==> src/rtl/matrix_burst_loader_pkg.sv <==
// Shared definitions for the burst matrix loader: register map, STATUS bit
// positions and the FSM state encoding.
package matrix_burst_loader_pkg;

    localparam logic [1:0] REG_PTR        = 2'd0;
    localparam logic [1:0] REG_DIM_STATUS = 2'd1;
    localparam logic [1:0] REG_STRIDE     = 2'd2;
    localparam logic [1:0] REG_COUNT      = 2'd3;

    localparam int BUSY = 0;
    localparam int IRQ  = 1;
    localparam int ERR  = 2;

    typedef enum logic [1:0] {
        IDLE   = 2'd0,
        ISSUE  = 2'd1,
        RECV   = 2'd2,
        FINISH = 2'd3
    } state_e;

endpackage

==> src/rtl/matrix_burst_addr_gen.sv <==
// Walks the N x N element grid for the loader: row/col position, beats left in
// the open burst, the byte address of the next burst and its length.
module matrix_burst_addr_gen
    import matrix_burst_loader_pkg::*;
#(
    parameter int MAX_DIM   = 32,
    parameter int DATA_W    = 32,
    parameter int ADDR_W    = 30,
    parameter int BURST_LEN = 4,
    localparam int IDX_W    = $clog2(MAX_DIM),
    localparam int DIM_W    = IDX_W + 1,
    localparam int BC_W     = $clog2(BURST_LEN) + 1
) (
    input  logic              clk,
    input  logic              reset_n,
    input  logic              start_i,
    input  logic [DIM_W-1:0]  dim_i,
    input  logic [ADDR_W-1:0] ptr_i,
    input  logic [ADDR_W-1:0] stride_i,
    input  logic              accept_i,
    input  logic              beat_i,
    output logic [ADDR_W-1:0] addr_o,
    output logic [BC_W-1:0]   blen_o,
    output logic [IDX_W-1:0]  row_o,
    output logic [IDX_W-1:0]  col_o,
    output logic              last_beat_o,
    output logic              last_elem_o
);

    localparam int BYTES = DATA_W / 8;

    logic [DIM_W-1:0]  dim_q, dim_d;
    logic [IDX_W-1:0]  row_q, row_d, col_q, col_d;
    logic [ADDR_W-1:0] base_q, base_d;
    logic [BC_W-1:0]   beats_q, beats_d;
    logic [DIM_W-1:0]  dim_m1, rem;
    logic              col_wrap;

    assign dim_m1   = dim_q - DIM_W'(1);
    assign col_wrap = ({1'b0, col_q} == dim_m1);
    assign rem      = dim_q - {1'b0, col_q};

    // Bursts are clipped at the row end so row_base only ever moves between bursts.
    assign blen_o      = (int'(rem) >= BURST_LEN) ? BC_W'(BURST_LEN) : BC_W'(rem);
    assign addr_o      = base_q + ADDR_W'(col_q) * ADDR_W'(BYTES);
    assign row_o       = row_q;
    assign col_o       = col_q;
    assign last_beat_o = (beats_q == BC_W'(1));
    assign last_elem_o = col_wrap && ({1'b0, row_q} == dim_m1);

    always_comb begin
        dim_d   = dim_q;
        row_d   = row_q;
        col_d   = col_q;
        base_d  = base_q;
        beats_d = beats_q;
        if (start_i) begin
            dim_d   = dim_i;
            row_d   = '0;
            col_d   = '0;
            base_d  = ptr_i;
            beats_d = '0;
        end else if (accept_i) begin
            beats_d = blen_o;
        end else if (beat_i) begin
            beats_d = beats_q - BC_W'(1);
            if (col_wrap) begin
                col_d  = '0;
                row_d  = row_q + IDX_W'(1);
                base_d = base_q + stride_i;
            end else begin
                col_d  = col_q + IDX_W'(1);
            end
        end
    end

    always_ff @(posedge clk or negedge reset_n) begin
        if (!reset_n) begin
            dim_q   <= '0;
            row_q   <= '0;
            col_q   <= '0;
            base_q  <= '0;
            beats_q <= '0;
        end else begin
            dim_q   <= dim_d;
            row_q   <= row_d;
            col_q   <= col_d;
            base_q  <= base_d;
            beats_q <= beats_d;
        end
    end

endmodule

==> src/rtl/matrix_burst_loader.sv <==
// Fetches an N x N matrix over an Avalon-MM burst master into the matrix RAM,
// programmed through a 4-register Avalon-MM slave; raises a level irq when done.
module matrix_burst_loader
    import matrix_burst_loader_pkg::*;
#(
    parameter int MAX_DIM   = 32,
    parameter int DATA_W    = 32,
    parameter int ADDR_W    = 30,
    parameter int BURST_LEN = 4,
    localparam int IDX_W    = $clog2(MAX_DIM),
    localparam int DIM_W    = IDX_W + 1,
    localparam int RAM_AW   = 2 * IDX_W,
    localparam int BC_W     = $clog2(BURST_LEN) + 1
) (
    input  logic              clk,
    input  logic              reset_n,
    output logic [ADDR_W-1:0] address,
    output logic [BC_W-1:0]   burstcount,
    output logic              read,
    input  logic              waitrequest,
    input  logic [DATA_W-1:0] readdata,
    input  logic              readdatavalid,
    input  logic [1:0]        slave_address,
    input  logic              slave_write,
    input  logic [31:0]       slave_writedata,
    input  logic              slave_read,
    output logic [31:0]       slave_readdata,
    output logic              slave_waitrequest,
    output logic [RAM_AW-1:0] ram_addr,
    output logic [DATA_W-1:0] ram_data,
    output logic              ram_we,
    output logic              irq
);

    localparam int CNT_W = 2 * IDX_W + 1;

    state_e            state_q, state_d;
    logic [31:0]       ptr_q, ptr_d, stride_q, stride_d;
    logic [CNT_W-1:0]  count_q, count_d;
    logic              busy_q, busy_d, irq_q, irq_d, err_q, err_d;
    logic              ram_we_q;
    logic [RAM_AW-1:0] ram_addr_q;
    logic [DATA_W-1:0] ram_data_q;

    logic              start, accept, beat, dim_ok;
    logic [DIM_W-1:0]  wr_dim;
    logic [ADDR_W-1:0] gen_addr;
    logic [BC_W-1:0]   gen_blen;
    logic [IDX_W-1:0]  row, col;
    logic              last_beat, last_elem;

    assign wr_dim = slave_writedata[DIM_W-1:0];
    assign dim_ok = (wr_dim != '0) && (wr_dim <= DIM_W'(MAX_DIM));
    assign accept = (state_q == ISSUE) && !waitrequest;
    assign beat   = (state_q == RECV) && readdatavalid;

    matrix_burst_addr_gen #(
        .MAX_DIM  (MAX_DIM),
        .DATA_W   (DATA_W),
        .ADDR_W   (ADDR_W),
        .BURST_LEN(BURST_LEN)
    ) u_addr_gen (
        .clk        (clk),
        .reset_n    (reset_n),
        .start_i    (start),
        .dim_i      (wr_dim),
        .ptr_i      (ADDR_W'(ptr_q)),
        .stride_i   (ADDR_W'(stride_q)),
        .accept_i   (accept),
        .beat_i     (beat),
        .addr_o     (gen_addr),
        .blen_o     (gen_blen),
        .row_o      (row),
        .col_o      (col),
        .last_beat_o(last_beat),
        .last_elem_o(last_elem)
    );

    always_comb begin
        state_d  = state_q;
        ptr_d    = ptr_q;
        stride_d = stride_q;
        count_d  = count_q;
        busy_d   = busy_q;
        irq_d    = irq_q;
        err_d    = err_q;
        start    = 1'b0;

        // Clear first so that a same-cycle set below takes priority.
        if (slave_read && (slave_address == REG_DIM_STATUS))
            irq_d = 1'b0;

        if (slave_write && !busy_q) begin
            case (slave_address)
                REG_PTR:    ptr_d    = slave_writedata;
                REG_STRIDE: stride_d = slave_writedata;
                REG_DIM_STATUS: begin
                    if (dim_ok) begin
                        start   = 1'b1;
                        busy_d  = 1'b1;
                        err_d   = 1'b0;
                        count_d = '0;
                        state_d = ISSUE;
                    end else begin
                        err_d = 1'b1;
                        irq_d = 1'b1;
                    end
                end
                default: ;
            endcase
        end

        unique case (state_q)
            IDLE: ;
            ISSUE: begin
                if (!waitrequest)
                    state_d = RECV;
            end
            RECV: begin
                if (readdatavalid) begin
                    count_d = count_q + CNT_W'(1);
                    if (last_beat)
                        state_d = last_elem ? FINISH : ISSUE;
                end
            end
            FINISH: begin
                busy_d  = 1'b0;
                irq_d   = 1'b1;
                state_d = IDLE;
            end
            default: state_d = IDLE;
        endcase
    end

    always_ff @(posedge clk or negedge reset_n) begin
        if (!reset_n) begin
            state_q  <= IDLE;
            ptr_q    <= '0;
            stride_q <= '0;
            count_q  <= '0;
            busy_q   <= 1'b0;
            irq_q    <= 1'b0;
            err_q    <= 1'b0;
        end else begin
            state_q  <= state_d;
            ptr_q    <= ptr_d;
            stride_q <= stride_d;
            count_q  <= count_d;
            busy_q   <= busy_d;
            irq_q    <= irq_d;
            err_q    <= err_d;
        end
    end

    // RAM write stage: one register between the read beat and the RAM port.
    always_ff @(posedge clk or negedge reset_n) begin
        if (!reset_n) begin
            ram_we_q   <= 1'b0;
            ram_addr_q <= '0;
            ram_data_q <= '0;
        end else begin
            ram_we_q <= beat;
            if (beat) begin
                ram_addr_q <= {row, col};
                ram_data_q <= readdata;
            end
        end
    end

    always_comb begin
        slave_readdata = '0;
        case (slave_address)
            REG_PTR:        slave_readdata = ptr_q;
            REG_DIM_STATUS: begin
                slave_readdata[BUSY] = busy_q;
                slave_readdata[IRQ]  = irq_q;
                slave_readdata[ERR]  = err_q;
            end
            REG_STRIDE:     slave_readdata = stride_q;
            REG_COUNT:      slave_readdata = 32'(count_q);
            default: ;
        endcase
    end

    assign read              = (state_q == ISSUE);
    assign address           = read ? gen_addr : '0;
    assign burstcount        = read ? gen_blen : '0;
    assign slave_waitrequest = 1'b0;
    assign ram_we            = ram_we_q;
    assign ram_addr          = ram_addr_q;
    assign ram_data          = ram_data_q;
    assign irq               = irq_q;

endmodule

==> config.mk <==
export PLATFORM = sky130hd
export DESIGN_NAME = matrix_burst_loader
export DESIGN_NICKNAME = d
export VERILOG_FILES = /design/src/rtl/matrix_burst_loader_pkg.sv /design/src/rtl/matrix_burst_addr_gen.sv /design/src/rtl/matrix_burst_loader.sv
export SDC_FILE = /design/constraint.sdc
export NUM_CORES = 1
export LEC_CHECK = 0
export CORE_MARGIN = 2
export CORE_UTILIZATION = 30
export CTS_CLUSTER_DIAMETER = 120
export DETAILED_ROUTE_END_ITERATION = 8
export GPL_TIMING_DRIVEN = 0
export SLEW_MARGIN = 20
export SYNTH_ARGS = -nofsm -noshare
export SYNTH_HDL_FRONTEND = slang
export SYNTH_HIERARCHICAL = 1
export SYNTH_SLANG_ARGS = --single-unit
==> constraint.sdc <==
create_clock -name clk -period 3.1 [get_ports clk]
set_input_delay 0.31 -clock clk [delete_from_list [all_inputs] [get_ports clk]]
set_output_delay 0.31 -clock clk [all_outputs]
set_load 0.01 [all_outputs]
==> flow_summary_export.csv, run 1 <==
group,metric,value,unit
status,outcome,"finished with violations",
status,violations,"setup timing",
routing,wl,33000,µm
grt,grt_max_degree,74,
grt,grt_use_met1,0.244,
power,powerDensity,1080,mW/mm²
timing,period_needed,3180,ps
final_layout,drive_gt1_frac,0.191,
place,dp.cells,1742,
grt,grt_pass1_wl,51400,µm
routing,drt_first_pass_iters,5,
timing,clock.fmax,0.315,GHz
routing,vias,9037,
yosys,yosysUniqueCellTypes,68,
setup_path,crit_slowest_cell,"dfrtp_2",
yosys,synth.most_common_cell,"nand2_1",
yosys,synth.top_cell.area_share,0.415,
setup_path,worstPathRequired,2790,ps
routing,routedWlPerCell,18.2,µm
cts,cts_tree,"built",
yosys,synth_edf_count,0,
setup_path,r2r_cells,9,
setup_path,crit_path_max_fanout,3,
power,vdd.ir_drop.worst,0.000540,V
cts,path_clk_slew,70,ps
setup_path,arrival,2870,ps
yosys,synth_common_cells,"204 x nand2_1, 172 x dfrtp_1, 89 x nor2_1, 67 x mux2_2, 55 x a21oi_1",
grt,grt_use_total,0.185,
yosys,seq_area_frac_synth,0.415,
timing,slew_violations,0,
final_layout,area_delta_synth_final,34.0,%
floorplanning,dieWidth,190,µm
yosys,synth_nets,1226,
setup_path,critPathBufInv,4,
cts,clk-insertion-delay-late,450,ps
yosys,synth_area_leader_cell,"dfrtp_1",
setup_path,critPathTopFamily,"simple AND/OR/NAND/NOR gates",
routing,drcViolationCount,0,
setup_path,cp-end-kind,"primary output",
grt,antenna_found_initial,0,
timing,tightest_slew,739,ps
floorplanning,coreArea,0.0343,mm²
routing,viasPerCell,4.99,
timing,fin_ws,-76.9,ps
flow_run,maxCapViolCount,0,
timing,rsz0062_at_grt,"true",
place,hpwl,24400,µm
timing,fin_crit_sh,1.02,
timing,setup-violations-final,5,
floorplanning,die_h,190,µm
grt,grt.busiest_layer,"met2",
cts,cts_root_buf,"clkbuf_16",
place,place_congestion,0.871,
yosys,async_reset_ff_frac,1.00,
cts,clkSinkCount,172,
yosys,synth-seq-cells,172,
setup_path,cpPeakStageDelay,420,ps
floorplanning,rows,68,
setup_path,cp_num_cells,15,
setup_path,critical_path_class,"reg -> out",
grt,overflow,0,
power,leakagePower,6.16,nW
yosys,synth-warning-count,6,
final_layout,antennaDiodeCount,0,
timing,fin_worst_skew,14.8,ps
floorplanning,dieArea,0.0361,mm²
worst_hold_path,hold_path.class,"in -> async",
yosys,netlist_area,0.0104,mm²
setup_path,crit_chain,"ha_4 > inv_2 > fa_2 > nor2b_2 > o21a_1 > o21ai_2 > a21oi_4 > nand2b_4 > nor2_4 > buf_6 > buf_4 > nand2_4 > xnor2_2 > and2_1 > buf_2",
timing,max_slew_margin,0.508,
place,port_buffers,179,
final_layout,nNetsFinal,1464,
cts,clockBufferDepth,2,
grt,grtUsageMet2,0.304,
yosys,syn_inst,1106,
floorplanning,io_pins,183,
timing,hold_violations,0,
final_layout,layout.cells.non_filler,1812,
cts,numCtsBuffers,17,
yosys,yosys_most_used_dff,"dfrtp_1",
yosys,synth_area_leaders,"dfrtp_1 42%, nand2_1 7.4%, mux2_2 7.3%",
place,dp_slack,-910,ps
cts,htree_levels,4,
yosys,syn_avg_cell_area,9.38,µm²
routing,ant_nets,0,
grt,grt_use_met3,0.0304,
grt,grt_pass1_vias,9112,
floorplanning,start_util,0.302,
routing,initialDrtViolationCount,651,
setup_path,critPathLaunchType,"flop",
layout by cell type, fill, tap and decap left out, drive strengths merged, types with 4 or more instances in the layout:
cell type | netlist | layout
and3 | 10 | 10
nand2 | 204 | 204
nor3 | 9 | 9
dfrtp | 172 | 172
mux2i | 38 | 38
clkinvlp | 0 | 4
clkbuf | 32 | 52
dlygate4sd2 | 0 | 6
xnor2 | 42 | 42
ha | 45 | 45
a22oi | 5 | 5
o21ai | 53 | 53
nand4 | 19 | 19
nor3b | 4 | 4
mux2 | 68 | 68
nor4 | 4 | 4
a21o | 9 | 9
a31oi | 11 | 11
a21boi | 8 | 8
o22ai | 6 | 6
nand2b | 7 | 7
and2 | 37 | 37
a211oi | 13 | 13
xor2 | 33 | 33
a21oi | 55 | 55
o21bai | 6 | 6
nor2b | 11 | 11
buf | 23 | 80
nand3 | 10 | 10
o21a | 7 | 7
or3 | 4 | 4
inv | 26 | 33
and4 | 4 | 4
clkdlybuf4s50 | 0 | 151
nor2 | 89 | 89
path summary, 6_finish.rpt:
| path | from | to | slack (ps) |
|---|---|---|---|
| max | u_addr_gen/col_o[0]$_DFFE_PN0P_ | address[22] | -80 |
| min | reset_n | ram_data[16]$_DFFE_PN0P_ | 360 |
| max reg2reg | u_addr_gen/base_q[15]$_DFFE_PN0P_ | u_addr_gen/base_q[24]$_DFFE_PN0P_ | 200 |
| min reg2reg | ram_data[3]$_DFFE_PN0P_ | ram_data[3]$_DFFE_PN0P_ | 470 |
| max in group asynchronous | reset_n | u_addr_gen/base_q[18]$_DFFE_PN0P_ | 1700 |
| min in group clk | readdata[26] | ram_data[26]$_DFFE_PN0P_ | 390 |
cells by family (layout without fill, tap and decap cells):
family / count (synthesis) / count (layout) / share of synthesized area
AND/OR/NAND/NOR: 427 / 427 / 0.192
AO/OA/AOI/OAI: 193 / 193 / 0.117
flip-flops: 172 / 172 / 0.415
multiplexers: 109 / 109 / 0.117
buffers and inverters: 81 / 332 / 0.0341
XOR/XNOR: 75 / 75 / 0.0641
adder cells (fa/ha/maj): 48 / 48 / 0.0601
other: 1 / 1 / 0.000362
metrics by stage:
stage | hold WS, ps | power (mW) | area, µm² | TNS, ps | utilization
3_3_place_gp | 460 | 12.0 | 12700 | -1019830 | 0.371
3_5_place_dp | 250 | 12.1 | 12800 | -34830 | 0.373
2_1_floorplan | 14.4 | 9.50 | 10400 | 0 | -
4_1_cts | 371 | 14.8 | 13700 | -835 | 0.400
6_report | 362 | 15.0 | 13900 | -261 | 0.405
5_1_grt | 386 | 16.2 | 13900 | -2110 | 0.405
area by class of cell:
type,instances,area [µm²]
tap,455,569
sequential,172,4310
inverter,26,97.6
clock inverter,15,155
buffer,54,267
timing repair buffer,220,2100
multi-input combinational,853,5960
clock buffer,17,425
fill,3392,20400
state kept, by name (all words and copies together) (netlist names):
name / count
busy_q: 1
count_q: 11
err_q: 1
irq: 1
ptr_q: 32
ram_addr: 10
ram_data: 32
ram_we: 1
state_q: 2
stride_q: 32
u_addr_gen/base_q: 30
u_addr_gen/beats_q: 3
u_addr_gen/col_o: 5
u_addr_gen/dim_q: 6
u_addr_gen/row_o: 5
layer usage:
metal,vias up,wire length (µm)
li1,4302,-
met1,4453,14700
met2,220,16000
met3,62,1390
met4,0,1050
met5,-,0
timing repair:
action                                  4_1_cts  5_1_grt
endpoints found under the setup margin       64       62
endpoints found under the hold margin        49        0
hold buffers                                  1        0
pin swaps                                    25       18
resized for setup                           135       57
gates cloned                                  0        0
buffers inserted                             28       13
power breakdown:
group / switching [mW] / internal [mW]
combinational: 4.32 / 4.14
sequential: 1.09 / 3.28
clock: 1.05 / 1.14
total: 6.45 / 8.57
Power figures use the tool's default switching activity.
==> run 2, diff against run 1 <==
Settings changed: CORE_UTILIZATION 30 to 45, CTS_BUF_LIST set to sky130_fd_sc_hd__clkbuf_2 sky130_fd_sc_hd__clkbuf_4 sky130_fd_sc_hd__clkbuf_8, PLACE_DENSITY set to 0.7.
==> flow_summary_export.csv, run 2 (same netlist as run 1, synthesis figures left out) <==
group,metric,value,unit
floorplanning,start_util,0.458,
final_layout,fin_area,0.0133,mm²
cts,numCtsBuffers,17,
routing,wl,30400,µm
grt,grt_use_total,0.257,
final_layout,area_delta_synth_final,28.6,%
routing,vias,9025,
timing,fin_ws,-159,ps
grt,grt_use_met1,0.347,
grt,grt_pass1_wl,48600,µm
status,violations,"setup timing",
power,powerDensity,1080,mW/mm²
routing,initialDrtViolationCount,636,
timing,max_slew_margin,0.369,
setup_path,critical_path_class,"reg -> out",
timing,fin_crit_sh,1.05,
setup_path,crit_path_max_fanout,4,
place,hpwl,22000,µm
cts,clkSinkCount,172,
cts,htree_levels,4,
setup_path,critPathLaunchType,"flop",
grt,grtUsageMet2,0.421,
grt,grt_pass1_vias,9054,
timing,hold_violations,0,
grt,grt_max_degree,88,
final_layout,final_common_cell,"nand2_1",
final_layout,antennaDiodeCount,0,
place,dp.cells,1571,
place,place_area,0.0126,mm²
floorplanning,coreArea,0.0226,mm²
floorplanning,die_h,156,µm
floorplanning,dieArea,0.0243,mm²
timing,period_needed,3260,ps
timing,rsz0062_at_grt,"true",
grt,grt.busiest_layer,"met2",
setup_path,arrival,2950,ps
final_layout,final_core_util,0.589,
status,outcome,"finished with violations",
flow_run,maxCapViolCount,0,
place,port_buffers,179,
timing,final.setup.tns,-1370,ps
routing,drt_first_pass_iters,7,
routing,ant_nets,0,
power,vdd.ir_drop.worst,0.000549,V
floorplanning,rows,55,
timing,slew_violations,0,
cts,cts_tree,"built",
cts,clockBufferDepth,2,
timing,setup-violations-final,15,
floorplanning,dieWidth,156,µm
power,leakagePower,6.01,nW
routing,drcViolationCount,0,
cts,path_clk_slew,100,ps
grt,overflow,0,
routing,viasPerCell,5.53,
power,total_power,14.4,mW
timing,fin_worst_skew,14.8,ps
setup_path,cp-end-kind,"primary output",
place,place_congestion,0.898,
worst_hold_path,hold_path.class,"in -> reg",
routing,routedWlPerCell,18.6,µm
final_layout,layout.cells.non_filler,1632,
floorplanning,io_pins,183,
timing,clock.fmax,0.307,GHz
final_layout,drive_gt1_frac,0.174,
final_layout,layout_common_cells,"202 x nand2_1, 168 x dfrtp_1, 152 x clkdlybuf4s50_1, 82 x nor2_1, 67 x mux2_2",
setup_path,worstPathRequired,2790,ps
timing,tightest_slew,947,ps
grt,antenna_found_initial,0,
cts,clk-insertion-delay-late,480,ps
final_layout,nNetsFinal,1454,
cts,cts_root_buf,"clkbuf_8",
grt,grt_use_met3,0.0497,
==> run 2: changes by cell type in the layout (fill, tap and decap cells not counted), moves of 3 or more <==
cell | previous run | this run
a21oi_2 | 1 | 5
buf_2 | 28 | 33
buf_6 | 16 | 6
bufinv_16 | 1 | 4
clkbuf_1 | 22 | 25
clkbuf_16 | 17 | 0
clkbuf_2 | 12 | 7
clkbuf_8 | 0 | 18
clkinvlp_4 | 4 | 1
xnor2_1 | 36 | 40
xnor2_2 | 6 | 2
==> run 2: path summary, 6_finish.rpt <==
check	startpoint	end	slack, ps	cells past startpoint
worst max-delay path	u_addr_gen/col_o[1]$_DFFE_PN0P_	address[25]	-160	14
worst min-delay path	readdata[25]	ram_data[25]$_DFFE_PN0P_	340	3
worst max register to register	state_q[0]$_DFF_PN0_	u_addr_gen/base_q[1]$_DFFE_PN0P_	110	7
worst min register to register	ram_data[18]$_DFFE_PN0P_	ram_data[18]$_DFFE_PN0P_	480	2
max in group asynchronous	reset_n	u_addr_gen/col_o[0]$_DFFE_PN0P_	1780	3
min in group asynchronous	reset_n	ram_data[17]$_DFFE_PN0P_	430	2
==> run 2: repair_timing <==
action / in CTS / in global routing
resized for setup: 107 / 50
buffers inserted: 20 / 10
endpoints found under the hold margin: 85 / 0
endpoints found under the setup margin: 67 / 60
pin swaps: 18 / 15
hold buffers: 1 / 0
==> run 2: where the power goes <==
group | switching [mW] | internal [mW]
clock network | 0.932 | 0.921
logic | 4.21 | 4.03
registers | 1.07 | 3.28
==> run 2: critical path, stage by stage (launching register included) <==
cell	delay (ps)
dfrtp_2	450
ha_1	290
a21o_1	130
a21oi_2	70
o21bai_1	170
a21oi_2	110
buf_4	160
nor3_4	130
nand4_1	150
buf_6	170
buf_12	120
nor2_2	110
xor2_1	170
and2_1	140
buf_2	120
==> run 2: metrics by stage <==
step                hold slack (ps)  worst slack (ps)
floorplan                      14.4               436
global placement                458             -5630
detailed placement              373              -812
CTS                             324              -215
global route                    326              -321
finish                          341              -159
==> run 2: per-layer routing <==
metal / wire length (µm) / part of all wire / up-vias
met5: 0 / 0 / -
met4: 722 / 0.024 / 0
met3: 1700 / 0.056 / 46
met2: 14600 / 0.48 / 286
met1: 13400 / 0.44 / 4407
li1: - / - / 4286
==> run 2: cell type report <==
cell class	count	area, µm²
Multi-Input combinational cell	853	5880
Clock inverter	14	205
Buffer	54	260
Fill cell	1987	9300
Inverter	26	100
Clock buffer	18	248
Timing Repair Buffer	210	1980
Tap cell	285	357
Sequential cell	172	4310
